`src/rtl/serial_alu.sv`:
```
// Bit-serial ALU: ADD/SUB/AND/OR evaluated one bit per clock, LSB first.
// Results, flags and a one-cycle done pulse are registered after WIDTH bit cycles.
module serial_alu #(
  parameter int unsigned WIDTH = 8
) (
  input  logic             clk,
  input  logic             rst_n,
  input  logic             start,
  input  logic [WIDTH-1:0] a,
  input  logic [WIDTH-1:0] b,
  input  logic [1:0]       op,
  output logic [WIDTH-1:0] y,
  output logic             cout,
  output logic             ovf,
  output logic             zero,
  output logic             busy,
  output logic             done
);

  localparam int unsigned   CW   = (WIDTH > 1) ? $clog2(WIDTH) : 1;
  localparam logic [CW-1:0] LAST = CW'(WIDTH - 1);

  typedef enum logic {S_IDLE, S_RUN} state_t;
  typedef enum logic [1:0] {
    OP_ADD = 2'b00,
    OP_SUB = 2'b01,
    OP_AND = 2'b10,
    OP_OR  = 2'b11
  } op_t;

  state_t           r_state;
  state_t           w_next;
  logic [WIDTH-1:0] r_a;
  logic [WIDTH-1:0] r_b;
  logic [WIDTH-1:0] r_res;
  op_t              r_op;
  logic [CW-1:0]    r_cnt;
  logic             r_carry;

  logic             w_accept;
  logic             w_last;
  logic             w_arith;
  logic             w_ai;
  logic             w_bi;
  logic             w_sum;
  logic             w_carry;
  logic             w_bit;
  logic [WIDTH-1:0] w_res_next;

  assign w_accept = (r_state == S_IDLE) && start;
  assign w_last   = (r_state == S_RUN) && (r_cnt == LAST);

  always_ff @(posedge clk) begin
    if (!rst_n) r_state <= S_IDLE;
    else        r_state <= w_next;
  end

  always_comb begin
    w_next = r_state;
    case (r_state)
      S_IDLE:  if (start) w_next = S_RUN;
      S_RUN:   if (r_cnt == LAST) w_next = S_IDLE;
      default: w_next = S_IDLE;
    endcase
  end

  // One-bit slice; SUB is ADD with B inverted and carry-in preset to 1.
  assign w_arith = ~r_op[1];
  assign w_ai    = r_a[0];
  assign w_bi    = r_b[0] ^ (r_op == OP_SUB);
  assign w_sum   = w_ai ^ w_bi ^ r_carry;
  assign w_carry = (w_ai & w_bi) | (w_ai & r_carry) | (w_bi & r_carry);

  always_comb begin
    w_bit = 1'b0;
    case (r_op)
      OP_ADD:  w_bit = w_sum;
      OP_SUB:  w_bit = w_sum;
      OP_AND:  w_bit = r_a[0] & r_b[0];
      OP_OR:   w_bit = r_a[0] | r_b[0];
      default: w_bit = 1'b0;
    endcase
  end

  assign w_res_next = {w_bit, r_res[WIDTH-1:1]};

  always_ff @(posedge clk) begin
    if (!rst_n) begin
      r_a     <= '0;
      r_b     <= '0;
      r_res   <= '0;
      r_op    <= OP_ADD;
      r_cnt   <= '0;
      r_carry <= 1'b0;
      y       <= '0;
      cout    <= 1'b0;
      ovf     <= 1'b0;
      zero    <= 1'b0;
      busy    <= 1'b0;
      done    <= 1'b0;
    end else begin
      done <= 1'b0;
      if (w_accept) begin
        r_a     <= a;
        r_b     <= b;
        r_op    <= op_t'(op);
        r_cnt   <= '0;
        r_carry <= (op == OP_SUB);
        busy    <= 1'b1;
      end else if (r_state == S_RUN) begin
        r_a   <= r_a >> 1;
        r_b   <= r_b >> 1;
        r_res <= w_res_next;
        if (w_arith) r_carry <= w_carry;
        // r_carry still holds the carry into the MSB during the final bit.
        if (w_last) begin
          y    <= w_res_next;
          cout <= w_arith & w_carry;
          ovf  <= w_arith & (r_carry ^ w_carry);
          zero <= (w_res_next == '0);
          busy <= 1'b0;
          done <= 1'b1;
        end else begin
          r_cnt <= r_cnt + CW'(1);
        end
      end
    end
  end

endmodule
```
`config.mk`:
```
export PLATFORM = sky130hd
export DESIGN_NAME = serial_alu
export DESIGN_NICKNAME = d
export VERILOG_FILES = /design/src/rtl/serial_alu.sv
export SDC_FILE = /design/constraint.sdc
export NUM_CORES = 1
export LEC_CHECK = 0
export ABC_AREA = 0
export CAP_MARGIN = 10
export CORE_UTILIZATION = 38
export DETAILED_ROUTE_END_ITERATION = 16
export HOLD_SLACK_MARGIN = 0.12
export SETUP_SLACK_MARGIN = 0.3
export SLEW_MARGIN = 20
export SYNTH_ARGS = -nofsm -noshare
export SYNTH_HDL_FRONTEND = slang
export SYNTH_SLANG_ARGS = --single-unit
```
`constraint.sdc`:
```
create_clock -name clk -period 4.76 [get_ports clk]
set_input_delay 0.476 -clock clk [delete_from_list [all_inputs] [get_ports clk]]
set_output_delay 0.476 -clock clk [all_outputs]
set_load 0.05 [all_outputs]
```
Yosys cells after proc, flatten, opt, wreduce, memory -nomap -nowiden
Index checks and enable logic that the tools add are counted.

Input port bits: 21. Register bits: 44.

Bitwise operators: 18. Add/sub/neg operators: 1. Reduce and logical (&&, ||, !) cells: 14. Equality and inequality tests: 6. Mux-type cells: 15.

Operators by type and width (count): $mux 8 (4); $mux 1 (9); $logic_not 8->1 (1); $reduce_and 2->1 (4); $and 1x1->1 (6); $not 1->1 (5); $eq 2x1->1 const B (2); $eq 2x2->1 const B (2); $reduce_bool 2->1 (2); $reduce_or 2->1 (2); $xor 1x1->1 (4); $add 3x1->3 const B (1); $eq 3x3->1 const B (1); $or 1x1->1 (3); $pmux 1 s3 (1); $reduce_and 3->1 (1); $reduce_or 3->1 (1); $logic_and 1x1->1 (2); $logic_not 2->1 (1); $ne 2x1->1 const B (1); $pmux 1 s2 (1).

Depth between registers and ports, before layout
Depth after elaboration: 8. Depth in mapped cells: 6. Mapped depth without buffers: 6.

Worst setup path before layout
Ideal clock, no wire load.

Kind: register to register. From: register r_op[1]. To: register zero. Buffers on the path: 0. Setup slack: 3260 ps. Stages on the path, launching flop included: 6. Library setup time: 117 ps. Data arrival time: 1383 ps. Path through: dfxtp_1 -> nand2b_1 -> xnor2_1 -> fa_1 -> mux2i_1 -> a32o_1.

Cells in the longest elaborated chain, start to end: 6.

Ends and longest elaborated chain: start, declared (RTL line 36) `op_t r_op;`; start signal, assigned (RTL line 106) `r_op <= op_t'(op);`; $eq 2x1->1 (RTL line 70, 76); $xor 1x1->1 (RTL line 70) `assign w_bi = r_b[0] ^ (r_op == OP_SUB);`; $xor 1x1->1 (2 in series) (RTL line 71) `assign w_sum = w_ai ^ w_bi ^ r_carry;`; $pmux 1 s3 (*) (RTL line 76) `case (r_op)`; $logic_not 8->1 (*) (RTL line 120) `zero <= (w_res_next == '0);`; end signal, assigned (RTL line 120); end, declared (RTL line 15) `output logic zero,`.

Mark *: on every way between the ends. The rest lies on a longest branch, timed or not. A chain may end at the register's enable or synchronous reset.

==> flow_summary.yaml <==
timing:
  tightest_slew_ns: 1.02
  drv_slew: 0
  finClkSkew_ns: 0.00924
  final.setup.tns_ns: 0
  finalHoldViolations: 0
  finalSetupViolCount: 0
  fin_ws_ns: 2.32
  period_minus_slack_ns: 2.44
  max_freq_ghz: 0.410
  slew_headroom_pct: 32.0
  rsz0062_at_grt: "no"
  fin_crit_sh_pct: 51.2
synth:
  yosysSeqAreaShare_pct: 48.0
  yosys_most_used_dff: "dfxtp_1"
  synth_seq_cells: 43
  yosys.area.top_type: "dfxtp_1"
  synth_edf_count: 0
  yosys_warnings: 0
  synthDistinctLibCells: 30
  postSynth.asyncResetShare_pct: 0
  syn_area_um2: 1790
  syn-instance-count: 179
  syn_avg_cell_area_um2: 10.0
  syn_nets: 203
  synth_top_area_share_pct: 48.0
  synthTopCellsByArea: "dfxtp_1 (48%), mux2i_1 (14%), o21ai_0 (5.3%), and2_1 (5.2%), a22o_1 (3.9%)"
clocking:
  clock_path_buffers: 2
  path_clk_slew_ns: 0.08
  cts_tree: "done"
  clkSinkCount: 43
  insertion_delay_ns: 0.29
  cts_hold_buf: 0
  htreeDepth: 2
  cts_root_buf: "clkbuf_8"
  post_cts_buffers: 0
  cts-resized-gates: 0
  cts_buffers: 5
routing:
  drt-initial-drc-count: 55
  highest_layer: "met4"
  wl_met2_mm: 1.58
  routed_wl_mm: 3.53
  num_vias: 1321
  drc: 4
  wl_met3_um: 133
  viasPerCell: 5.04
  met1Wirelength_mm: 1.77
  post_drt_wl_per_cell_um: 13.5
  dr.pass1.iters: 11
  postRouteAntennaNets: 0
layout:
  diodes: 0
  drive_gt1_share_pct: 5.71
  fin_nets: 233
  syn_to_final_growth_pct: 24.2
  fin_util_pct: 50.1
run_status:
  violations: "design-rule violations"
  outcome: "finished, violations left"
grt:
  grt_pass1_wl_mm: 5.95
  antenna_found_initial: 0
  gr-total-overflow: 0
  grt_pass1_vias: 1326
  grt_max_degree: 46
  grt_usage_pct: 15.2
setup_path:
  max_stage_delay_ns: 1.04
  startpoint_type: "input pin"
  required_ns: 4.99
  worst_setup_path_end_kind: "flip-flop"
  cpMaxStageDelayCell: "clkdlybuf4s50_1"
  crit_chain: "clkdlybuf4s50_1 -> a21boi_1 -> a22o_1"
  cp.arrival_ns: 2.67
  critical_path_class: "input pin to flip-flop"
  path_max_fanout: 30
floorplan:
  core_area_um2: 4440
  num_rows: 24
  die_area_um2: 4990
  die_h_um: 70.7
  die_w_um: 70.7
  initial_core_util_pct: 40.3
  io_pins: 34
pwr:
  totalPowerFinal_mw: 0.685
  p_per_area_nw_per_um2: 308
  p_leak_nw: 0.884
  irDropWorstVdd_uv: 152
placement:
  gp_congestion: 0.795
  dp_slack_ns: 2.02
  dp_hpwl_mm: 2.44
  portBuffers: 33
hold_path:
  hold_class: "flip-flop to flip-flop"
run:
  drv_cap: 0
cells by family (layout without fill, tap and decap cells):
kind of cell / after synthesis / count (layout) / share of synthesized area [%]
flops: 43 / 43 / 48.0
mux: 25 / 25 / 14.0
compound gates: 38 / 38 / 13.8
xor+xnor: 2 / 2 / 0.978
buf+inv: 12 / 43 / 3.14
fa+ha+maj: 4 / 4 / 3.07
simple gates: 55 / 55 / 17.0
cells in the mapped netlist (all sizes together), types with 2 or more instances:
cell type  instances
and2              15
ha                 2
buf                5
o21ai             19
nand2b             4
nor2               4
a22o               9
mux2i             25
a21boi             4
dfxtp             43
nor2b             10
a21oi              3
clkbuf             6
nand2             17
critical path, delay by kind of cell:
family	cells	cell delay, ns
AOI/OAI and AO/OA	2	1.15
buffers and inverters	1	1.04
worst paths after layout:
path / end / cells after the start / slack [ns] / startpoint
setup reg to reg: y[4] / 4 / 2.86 / r_cnt[0]
setup / recovery: y[4] / 3 / 2.32 / rst_n
hold / removal: y[7] / 2 / 0.47 / y[7]
hold reg to reg: y[7] / 2 / 0.47 / y[7]
layer usage:
layer	GRT usage, %	vias to the layer above
met2	24.2	22
met5	0	-
met3	3.42	5
met4	7.78	0
li1	-	679
met1	19.5	615
area by class of cell:
class	instances	area, um^2
clock buffer	5	68.8
clock inverter	3	15.0
fill	423	2220
inverter	1	3.75
multi-input combinational	124	875
sequential	43	861
tap	52	65.1
timing repair buffer	34	338
report_power, final:
group | internal, mW | total [mW] | leakage, nW | switching, mW
Combinational | 0.0442 | 0.0819 | 0.486 | 0.0377
Sequential | 0.373 | 0.383 | 0.350 | 0.00979
Clock | 0.100 | 0.221 | 0.0477 | 0.120
cell usage in the layout, fill, tap and decap left out, types with 2 or more instances in the layout:
cell type,synthesis,routed
dfxtp_1,43,43
clkdlybuf4s50_1,0,33
mux2i_1,25,25
o21ai_0,19,19
nand2_1,17,17
and2_1,15,15
nor2b_1,10,10
a22o_1,8,8
clkbuf_8,0,5
nand2b_1,4,4
nor2_1,4,4
a21oi_1,3,3
clkinv_2,0,3
a21boi_1,2,2
a21boi_0,2,2
ha_1,2,2
through the flow:
stage / instances / cell area [um^2] / hold slack, ns
6_report: 262 / 2230 / 0.467
2_1_floorplan: 179 / 1790 / 0.459
3_5_place_dp: 254 / 2140 / 0.454
5_1_grt: 262 / 2230 / 0.516
3_3_place_gp: 254 / 2140 / 0.438
4_1_cts: 262 / 2230 / 0.473
sequential cells by signal, summed over array words and instances (netlist names):
register / cells
r_b: 8
r_state: 1
zero: 1
cout: 1
y: 8
ovf: 1
r_cnt: 3
r_op: 2
done: 1
busy: 1
r_a: 8
r_carry: 1
r_res: 7
Note: power is estimated with default switching activity, not from simulation.
